**config.mk**
```make
export PLATFORM = sky130hd
export DESIGN_NAME = uart_mem_sequencer
export DESIGN_NICKNAME = d
export VERILOG_FILES = /design/src/rtl/uart_mem_sequencer.sv
export SDC_FILE = /design/constraint.sdc
export NUM_CORES = 1
export LEC_CHECK = 0
export ABC_AREA = 1
export BUFFER_PORTS_ARGS = -buffer_cell sky130_fd_sc_hd__buf_4
export CAP_MARGIN = 10
export CORE_MARGIN = 3
export CORE_UTILIZATION = 58
export CTS_BUF_LIST = sky130_fd_sc_hd__clkbuf_2 sky130_fd_sc_hd__clkbuf_4 sky130_fd_sc_hd__clkbuf_8
export DETAILED_ROUTE_END_ITERATION = 16
export HOLD_SLACK_MARGIN = 0.15
export PLACE_DENSITY = 0.84
export SLEW_MARGIN = 0
export SYNTH_ARGS = -nofsm -noshare
export SYNTH_HDL_FRONTEND = slang
export SYNTH_SLANG_ARGS = --single-unit
```
**constraint.sdc**
```tcl
create_clock -name clk -period 4.7 [get_ports clk]
set_clock_uncertainty 0.05 [all_clocks]
set_input_delay 0.705 -clock clk [delete_from_list [all_inputs] [get_ports clk]]
set_output_delay 0.705 -clock clk [all_outputs]
set_load 0.01 [all_outputs]
```
**src/rtl/uart_mem_sequencer.sv**
```systemverilog
// Phase controller that schedules the single image RAM port across LOAD (UART RX -> RAM),
// PROC (downsampler owns the port) and SEND (RAM -> UART TX), raising fin once the frame is returned.
module uart_mem_sequencer #(
    parameter int ADDR_W    = 16,
    parameter int DATA_W    = 8,
    parameter int IMG_BYTES = 65536,
    parameter int OUT_BYTES = 16384,
    parameter int OUT_BASE  = 0
) (
    input  logic              clk,
    input  logic              rst,
    input  logic              start,
    input  logic              rx_valid,
    input  logic [DATA_W-1:0] rx_data,
    output logic              ds_start,
    input  logic              ds_done,
    input  logic [ADDR_W-1:0] ds_addr,
    input  logic              ds_we,
    input  logic [DATA_W-1:0] ds_wdata,
    output logic [ADDR_W-1:0] ram_addr,
    output logic              ram_we,
    output logic [DATA_W-1:0] ram_wdata,
    input  logic [DATA_W-1:0] ram_rdata,
    output logic              tx_start,
    output logic [DATA_W-1:0] tx_data,
    input  logic              tx_busy,
    output logic              fin,
    output logic [2:0]        state
);

    typedef enum logic [2:0] {
        IDLE      = 3'd0,
        LOAD      = 3'd1,
        PROC      = 3'd2,
        SEND_RD   = 3'd3,
        SEND_LAT  = 3'd4,
        SEND_TX   = 3'd5,
        SEND_WAIT = 3'd6,
        DONE      = 3'd7
    } state_t;

    localparam logic [ADDR_W:0]   IMG_LAST = (ADDR_W+1)'(IMG_BYTES - 1);
    localparam logic [ADDR_W-1:0] OUT_LAST = ADDR_W'(OUT_BYTES - 1);
    localparam logic [ADDR_W-1:0] OUT_ADR0 = ADDR_W'(OUT_BASE);

    state_t              cur, nxt;
    logic [ADDR_W:0]     load_cnt, load_cnt_nxt;
    logic [ADDR_W-1:0]   tx_cnt, tx_cnt_nxt;
    logic                ds_start_nxt, tx_start_nxt;
    logic [DATA_W-1:0]   tx_data_nxt;

    always_ff @(posedge clk) begin
        if (rst) begin
            cur      <= IDLE;
            load_cnt <= '0;
            tx_cnt   <= '0;
            ds_start <= 1'b0;
            tx_start <= 1'b0;
            tx_data  <= '0;
        end else begin
            cur      <= nxt;
            load_cnt <= load_cnt_nxt;
            tx_cnt   <= tx_cnt_nxt;
            ds_start <= ds_start_nxt;
            tx_start <= tx_start_nxt;
            tx_data  <= tx_data_nxt;
        end
    end

    // Handshakes are pulse based: rx_valid marks one byte for one cycle; tx_start marks tx_data
    // for one cycle and is only raised while tx_busy=0; tx_busy answers one cycle after tx_start.
    always_comb begin
        nxt          = cur;
        load_cnt_nxt = load_cnt;
        tx_cnt_nxt   = tx_cnt;
        ds_start_nxt = 1'b0;
        tx_start_nxt = 1'b0;
        tx_data_nxt  = tx_data;
        ram_addr     = '0;
        ram_we       = 1'b0;
        ram_wdata    = '0;
        case (cur)
            IDLE: begin
                if (start) begin
                    nxt          = LOAD;
                    load_cnt_nxt = '0;
                end
            end
            LOAD: begin
                ram_addr = load_cnt[ADDR_W-1:0];
                if (rx_valid) begin
                    ram_we       = 1'b1;
                    ram_wdata    = rx_data;
                    load_cnt_nxt = load_cnt + 1'b1;
                    if (load_cnt == IMG_LAST) begin
                        nxt          = PROC;
                        ds_start_nxt = 1'b1;
                    end
                end
            end
            PROC: begin
                ram_addr  = ds_addr;
                ram_we    = ds_we;
                ram_wdata = ds_wdata;
                // ds_start doubles as the first-PROC-cycle flag, where ds_done is not accepted
                if (ds_done && !ds_start) begin
                    nxt        = SEND_RD;
                    tx_cnt_nxt = '0;
                end
            end
            SEND_RD: begin
                ram_addr = OUT_ADR0 + tx_cnt;
                nxt      = SEND_LAT;
            end
            SEND_LAT: begin
                ram_addr = OUT_ADR0 + tx_cnt;
                nxt      = SEND_TX;
            end
            SEND_TX: begin
                ram_addr = OUT_ADR0 + tx_cnt;
                if (!tx_busy) begin
                    tx_data_nxt  = ram_rdata;
                    tx_start_nxt = 1'b1;
                    nxt          = SEND_WAIT;
                end
            end
            SEND_WAIT: begin
                ram_addr = OUT_ADR0 + tx_cnt;
                // tx_start is high only in the first SEND_WAIT cycle, before tx_busy can respond
                if (!tx_start && !tx_busy) begin
                    if (tx_cnt == OUT_LAST) begin
                        nxt = DONE;
                    end else begin
                        tx_cnt_nxt = tx_cnt + 1'b1;
                        nxt        = SEND_RD;
                    end
                end
            end
            DONE: begin
                if (start) begin
                    nxt          = LOAD;
                    load_cnt_nxt = '0;
                end
            end
            default: nxt = IDLE;
        endcase
    end

    assign fin   = (cur == DONE);
    assign state = cur;

endmodule

```
## Yosys cells after proc, flatten, opt, wreduce, memory -nomap -nowiden

Cells that the tools add are included.

- Input bits: 47
- Flip-flop bits (word level): 46
- Output and inout bits: 39
- Word-level logic and storage cells: 66

- Reduce and logical (&&, ||, !) cells: 16
- Mux-type cells: 22
- Bitwise logic cells: 4
- Add/subtract/negate cells: 2
- Equality and inequality tests: 16

Operator list:

| kind | number |
|---|---|
| two-way mux 16 bit | 3 |
| one-hot mux 16 bit (3 select lines) | 1 |
| two-way mux 17 bit | 2 |
| one-hot mux 17 bit (2 select lines) | 1 |
| one-hot mux 16 bit (2 select lines) | 1 |
| two-way mux 3 bit | 7 |
| one-hot mux 3 bit (7 select lines) | 1 |
| adder 17 x 1 -> 17 bit (second input constant) | 1 |
| == test 17 x 16 -> 1 bit (second input constant) | 1 |
| adder 16 x 1 -> 16 bit (second input constant) | 1 |
| == test 16 x 14 -> 1 bit (second input constant) | 1 |
| one-hot mux 8 bit (2 select lines) | 1 |
| == test 3 bit (second input constant) | 4 |
| != test 2 bit (second input constant) | 6 |
| two-way mux 8 bit | 1 |
| == test 3 x 2 -> 1 bit (second input constant) | 2 |
| AND reduction 6 bit | 1 |
| inverter 1 bit | 4 |
| AND reduction 4 bit | 1 |
| nonzero test 2 bit | 2 |
| OR reduction 2 bit | 2 |
| OR reduction 4 bit | 1 |
| == test 3 x 1 -> 1 bit (second input constant) | 1 |
| logical NOT 1 bit | 3 |
| other kinds (8) | 11 |

## Logic depth before layout (Yosys ltp)

Gate-level depths: netlist (run 1).

- Depth in word-level cells: 4
- Mapped depth: 14
- Gate-level depth less buffers: 14

## Least setup slack after synthesis (run 1)

Ideal clock, no wire load.

- Path type: flip-flop to output port
- Start point: reg cur[2] (netlist: state[2])
- End point: out ram_addr[14]
- Path slack: 2.609 ns
- Arrival time: 1.336 ns
- Cell stages (with the launch flop): 7
- Path buffers: 1
- Path through: dfxtp_1 > nand2_2 > nand3_1 > nand2_1 > buf_2 > a22oi_1 > o21ai_0

- Word-level cells in the longest chain between the ends: 3

RTL lines:

| element | RTL line | source |
|---|---|---|
| start, declared | 46 | `state_t cur, nxt;` |
| start signal, assigned | 61 | `cur <= nxt;` |
| == test 3 bit or == test 3 x 2 -> 1 bit (tied branches) | 82 | `case (cur)` |
| OR reduction 4 bit (no source line) | n/a |  |
| one-hot mux 16 bit (3 select lines) * | 82 |  |
| end, declared | 20 | `output logic [ADDR_W-1:0] ram_addr,` |

Mark *: on every way between the ends. The rest lies on a longest branch, timed or not.

## Final worst setup path (run 1)

- Start point: reg cur[0] (netlist: state[0])
- End point: out ram_addr[3]

The elaborated chain is that of the path after synthesis.

==> flow_summary.yaml, run 1 <==
grt:
  grt_pass1_wl_um: 14100
  grt_pass1_vias: 3125
  overflow: 0
  grt.total_usage_pct: 28.9
  grt_max_degree: 30
  antenna_found_initial: 0
placed_design:
  dp_cells: 606
  port_buffers: 85
  place.gp.congestion: 0.896
  dpl.hpwl_um: 6500
finish:
  fin_util_pct: 75.8
  antennaDiodeCount: 0
  final_cell_mix: "128 x nand2_1, 85 x buf_4, 73 x nor2_1"
  syn2layout_area_growth_pct: 24.4
  final_nets: 596
  final_layout_size_suffix_gt1_share_pct: 22.1
  final_common_cell: "nand2_1"
  layout.cells.non_filler: 614
sta:
  drv_slew: 0
  max_freq_ghz: 0.343
  fin_crit_ns: 2.92
  setup-violations-final: 0
  rsz0062_at_grt: "false"
  tns_ns: 0
  slew_headroom_pct: 56.8
  hold_viol_final: 0
  max_slew.worst_pin.slew_ns: 0.647
  post-route-period-util_pct: 62.1
  timing.hold.ws_ns: 0.454
logic_synthesis:
  synth-simple-area-share_pct: 38.2
  synth_top_family_by_area: "simple AND/OR/NAND/NOR gates"
  syn_inst: 470
  synth_area_sq_um: 2940
  syn_nets: 520
  seq_area_frac_synth_pct: 31.4
  syn_avg_cell_area_sq_um: 6.25
  synth_xor_area_share_pct: 1.19
  yosysTopAreaCell: "dfxtp_1"
  yosys-top-cells-area: "dfxtp_1 31%, nand2_1 16%, nor2_1 9.3%"
  synth.distinct_cells: 31
  synthMuxAreaShare_pct: 0
  synth_compound_area_share_pct: 17.6
  synth_warnings: 0
  synth_fa_ha_area_share_pct: 1.28
  ys_ff_latch: 46
  synth_top_area_share_pct: 31.4
cts:
  path_clk_slew_ns: 0.09
  clk_latency_ns: 0.30
  cts_resized: 0
  clock_path_buffers: 2
  clkSinkCount: 46
  cts_tree: "yes"
  cts_buffers: 5
  post-cts-setup-buffers: 0
  cts_max_level: 2
  cts_root_buffer: "clkbuf_8"
  postCtsHoldBufs: 0
floorplan:
  fp.dieW_um: 77.2
  io_pins: 86
  dieArea_sq_um: 5950
  rows: 25
  core-area_sq_um: 4820
  start_util_pct: 61.0
  die_y_um: 77.2
power:
  power.switching_w: 0.000646
  clock_power_share_pct: 18.6
  leakage_nw: 1.60
  power_density_nw_per_um2: 390
  p_int_w: 0.000779
  netSwitchingFraction_pct: 45.3
  vdd_drop_max_v: 0.000333
  seqPwrFrac_pct: 31.9
  combPwrFrac_pct: 49.5
worst_setup_path:
  worstPathRequired_ns: 3.94
  worstSetupEndpointType: "primary output"
  crit_type: "reg -> out"
  startpoint_type: "flop"
  cp.arrival_ns: 2.16
  critPathMaxFanout: 17
detailed_routing:
  drtIter0Drc: 316
  drc: 0
  antenna_left: 0
  drt_first_pass_iters: 7
  via_count: 3421
  wl_per_cell_um: 14.1
  viasPerCell: 5.57
  wirelength_um: 8680
flow_run:
  maxCapViolCount: 0
outcome:
  status: "completed"
min_path:
  hold_path_class: "reg -> reg"
[metrics by stage]
step	area, sq um	setup WS [ns]	power (W)
3_5_place_dp	3560	2.20	0.00116
5_1_grt	3650	1.62	0.00153
6_report	3650	1.78	0.00143
2_1_floorplan	2940	2.61	0.000987
4_1_cts	3650	1.84	0.00142
3_3_place_gp	3560	2.23	0.00115
[synth_stat cells]
master,n
nand2_1,128
nor2_1,73
inv_1,48
dfxtp_1,46
nand3_1,37
a21oi_1,27
o21ai_0,22
a22oi_1,14
a32o_1,8
nand2_2,7
a21oi_2,5
buf_2,5
nor2_2,5
clkbuf_1,4
inv_2,4
nand4_1,4
o21ai_1,4
xor2_1,4
buf_4,3
buf_6,3
ha_1,3
nor2_4,3
clkinv_1,2
nand3_2,2
nor3_1,2
o211ai_1,2
and3_1,1
buf_1,1
nor4_1,1
o21ai_2,1
or2_2,1
[worst max-delay path, cell delays in order (launching register included)]
cell and delay (ns):
dfxtp_1 0.53, nand2_1 0.17, nor2_4 0.36, inv_1 0.31
o21ai_0 0.32, buf_4 0.18
[power by group through the flow]
stage	registers, W	clock network [W]	logic [W]
4_1_cts	0.000454	0.000266	0.000698
2_1_floorplan	0.000457	0	0.000530
3_5_place_dp	0.000462	0	0.000696
5_1_grt	0.000460	0.000287	0.000781
6_report	0.000455	0.000265	0.000706
3_3_place_gp	0.000462	0	0.000684
[flip-flops by register name, summed over array words and instances, names as in the netlist]
name      count
state         3
tx_cnt       16
tx_data       8
load_cnt     17
tx_start      1
ds_start      1
[final timing paths]
| path | from | to | slack (ns) | depth (start not counted) |
|---|---|---|---|---|
| min | load_cnt[14] | load_cnt[14] | 0.45 | 2 |
| max | state[0] | ram_addr[3] | 1.78 | 5 |
| min reg2reg | load_cnt[14] | load_cnt[14] | 0.45 | 2 |
| max reg2reg | load_cnt[0] | state[2] | 2.21 | 14 |
[layer usage]
layer	GRT usage (%)	routed length [um]	share of wire, %	vias up
met3	5.87	764	8.8	23
met4	9.43	219	2.5	0
met5	0	0	0	-
met1	36.7	3640	42	1550
met2	48.6	4060	47	173
li1	-	-	-	1675
[kinds of logic after synthesis]
logic type	after synthesis
and+or+nand+nor	264
AOI/OAI and AO/OA	83
buffers and inverters	70
DFF	46
xor gates and xnor gates	4
adders and majority gates	3
[cell type report]
cell class,instances,area (sq um)
clock buffers,7,90.1
inverters,54,203
clock inverters,1,5.00
repair buffers,85,638
flip-flops and latches,46,921
well taps,67,83.8
multi-input cells,354,1710
fillers,433,1160
Note: power is estimated with default switching activity, not from simulation.
==> run 2: changes to the inputs <==
--- a/config.mk
+++ b/config.mk
@@ -5,15 +5,15 @@
 export SDC_FILE = /design/constraint.sdc
 export NUM_CORES = 1
 export LEC_CHECK = 0
-export ABC_AREA = 1
+export ABC_AREA = 0
 export BUFFER_PORTS_ARGS = -buffer_cell sky130_fd_sc_hd__buf_4
 export CAP_MARGIN = 10
 export CORE_MARGIN = 3
-export CORE_UTILIZATION = 58
+export CORE_UTILIZATION = 53
 export CTS_BUF_LIST = sky130_fd_sc_hd__clkbuf_2 sky130_fd_sc_hd__clkbuf_4 sky130_fd_sc_hd__clkbuf_8
 export DETAILED_ROUTE_END_ITERATION = 16
 export HOLD_SLACK_MARGIN = 0.15
-export PLACE_DENSITY = 0.84
+export PLACE_DENSITY = 0.79
 export SLEW_MARGIN = 0
 export SYNTH_ARGS = -nofsm -noshare
 export SYNTH_HDL_FRONTEND = slang
==> constraint.sdc (replaced) <==
create_clock -name clk -period 2.7 [get_ports clk]
set_clock_uncertainty 0.05 [all_clocks]
set_input_delay 0.405 -clock clk [delete_from_list [all_inputs] [get_ports clk]]
set_output_delay 0.405 -clock clk [all_outputs]
set_load 0.01 [all_outputs]
==> run 2 against run 1 <==
Net effect: register-to-register slack lost 1.8 ns; global-route usage shrank 3.5 points; synthesized cell count down 25%; hold slack got worse by 0.16 ns; utilization fell by 4.2 points; critical path depth stayed put; sequential cell count unchanged; via count fell by 15%; routed wire length fell by 12%; first-iteration DRC count decreased by 31%; clock power grew 64%.
==> flow_summary.yaml, run 2 <==
detailed_routing:
  antenna_left: 0
  drtIter0Drc: 218
  viasPerCell: 5.84
  drc: 0
  drt_first_pass_iters: 4
  via_count: 2893
  wl_per_cell_um: 15.5
  wirelength_um: 7680
grt:
  use_met3_pct: 3.83
  overflow: 0
  grt.met2_usage_pct: 44.0
  grt.total_usage_pct: 25.4
  grt_pass1_wl_um: 12500
  antenna_found_initial: 0
  grt_max_degree: 24
  grt_use_met1_pct: 31.8
  grt_pass1_vias: 2787
  top_usage_layer: "met2"
flow_run:
  maxCapViolCount: 0
floorplan:
  start_util_pct: 56.3
  dieArea_sq_um: 6050
  die_y_um: 77.8
  rows: 25
  core-area_sq_um: 4850
  fp.dieW_um: 77.8
  io_pins: 86
logic_synthesis:
  synth_common_cells: "52 x nand2_1, 46 x dfxtp_1, 33 x nor2_1"
  async_reset_ff_share_pct: 0
  syn_avg_cell_area_sq_um: 7.75
  seq_area_frac_synth_pct: 33.7
  synth.most_common_cell: "nand2_1"
  synth_area_sq_um: 2730
  synth_warnings: 0
  synth_ff_type: "dfxtp_1"
  synth_top_area_share_pct: 33.7
  syn_nets: 402
  ys_ff_latch: 46
  yosys-top-cells-area: "dfxtp_1 34%, nand2_1 7.2%, o21ai_0 5.0%"
  synth_edf_count: 0
  syn_inst: 352
  yosysTopAreaCell: "dfxtp_1"
  synth.distinct_cells: 57
min_path:
  hold_end: "tx_data[4]"
  hold_path_class: "in -> reg"
  hp-start: "ram_rdata[4]"
  hold_depth: 3
sta:
  drv_slew: 0
  hold_viol_final: 0
  setup-violations-final: 0
  max_slew.worst_pin.slew_ns: 0.579
  post-route-period-util_pct: 90.4
  rsz0062_at_grt: "false"
  max_freq_ghz: 0.410
  fin_crit_ns: 2.44
  tns_ns: 0
  slew_headroom_pct: 61.3
placed_design:
  place.gp.congestion: 0.915
  port_buffers: 85
  dpl.hpwl_um: 5910
outcome:
  status: "completed"
power:
  power.switching_w: 0.000355
  power_density_nw_per_um2: 382
  netSwitchingFraction_pct: 26.7
  combPwrFrac_pct: 14.6
  clock_power_share_pct: 32.7
  leakage_nw: 1.35
  p_int_w: 0.000973
  seqPwrFrac_pct: 52.7
  vdd_drop_max_v: 0.000339
worst_setup_path:
  worstPathRequired_ns: 2.25
  crit_type: "reg -> out"
  worstSetupEndpointType: "primary output"
  timing.rr.end: "state[1]"
  r2r_start: "load_cnt[2]"
  critPathMaxFanout: 18
  cp.arrival_ns: 1.98
  startpoint_type: "flop"
  ff2ff_path_depth: 9
  r2r_slack_ns: 0.42
finish:
  largest_reg_flops: 17
  reg.largest.list: "load_cnt (17), tx_cnt (16), tx_data (8)"
  syn2layout_area_growth_pct: 27.4
  final_nets: 477
  top_register: "load_cnt"
  fin_util_pct: 71.7
  final_common_cell: "buf_4"
  final_layout_size_suffix_gt1_share_pct: 25.7
  antennaDiodeCount: 0
  final_cell_mix: "90 x buf_4, 52 x nand2_1, 45 x dfxtp_1"
cts:
  clock_path_buffers: 2
  post-cts-setup-buffers: 0
  clk_latency_ns: 0.31
  cts_tree: "yes"
  clkSinkCount: 46
  cts_buffers: 5
  postCtsHoldBufs: 0
  cts_root_buffer: "clkbuf_8"
  cts_max_level: 2
  path_clk_slew_ns: 0.08
  cts_resized: 0
==> run 2: cell type report <==
class                           count  area, sq um
Inverter                            4         15.0
Fill cell                         424         1370
Clock inverter                      2         13.8
Clock buffer                        6         76.3
Tap cell                           67         83.8
Multi-Input combinational cell    280         1690
Timing Repair Buffer               90          676
Sequential cell                    46          922
==> run 2: power groups by stage <==
stage	Sequential, W	Combinational [W]	Clock (W)
after floorplan	0.000709	0.0000986	0
after global placement	0.000715	0.000189	0
after detailed placement	0.000715	0.000192	0
after CTS	0.000699	0.000193	0.000437
after global routing	0.000702	0.000211	0.000460
final	0.000700	0.000194	0.000435
==> run 2: how the worst max path moves through the flow <==
stage | endpoint | slack [ns] | start | cells past startpoint
CTS | ram_addr[5] | 0.13 | state[1] | 5
global placement | state[0] | 0.47 | load_cnt[2] | 9
detailed placement | state[1] | 0.46 | load_cnt[2] | 9
floorplan | ram_addr[10] | 0.64 | state[0] | 6
global route | ram_wdata[2] | 0.12 | state[2] | 5
finish | ram_wdata[2] | 0.26 | state[2] | 5
==> run 2: cells by family (layout without fill, tap and decap cells) <==
kind of cell / Yosys count / count (layout) / synth area share, %
buffers and inverters: 26 / 102 / 4.36
multiplexers: 2 / 2 / 0.779
adder cells (fa/ha/maj): 3 / 3 / 1.38
AND/OR/NAND/NOR: 159 / 159 / 29.6
AO/OA/AOI/OAI: 99 / 99 / 24.7
XOR/XNOR: 17 / 17 / 5.46
flip-flops: 46 / 46 / 33.7
==> run 2: per-stage QoR <==
stage | total power [W] | hold slack (ns) | cell area, sq um | setup slack, ns | std cells
3_5_place_dp | 0.000907 | 0.401 | 3380 | 0.459 | 487
4_1_cts | 0.00133 | 0.289 | 3470 | 0.127 | 495
6_report | 0.00133 | 0.290 | 3480 | 0.260 | 495
2_1_floorplan | 0.000808 | 0.407 | 2730 | 0.636 | 352
3_3_place_gp | 0.000904 | 0.393 | 3380 | 0.474 | 487
5_1_grt | 0.00137 | 0.292 | 3480 | 0.124 | 495
==> run 2: metal layers <==
metal  up-vias  part of all wire, %
met1      1358                   44
li1       1438                    -
met5         -                    0
met4         0                  1.8
met2        82                   49
met3        15                  4.6
==> run 2: worst max-delay path: stages, from the launching register on <==
cell and delay, ns:
dfxtp_1 0.47, buf_4 0.24, nor2_1 0.22, and3_1 0.42
a22o_1 0.20, buf_4 0.12
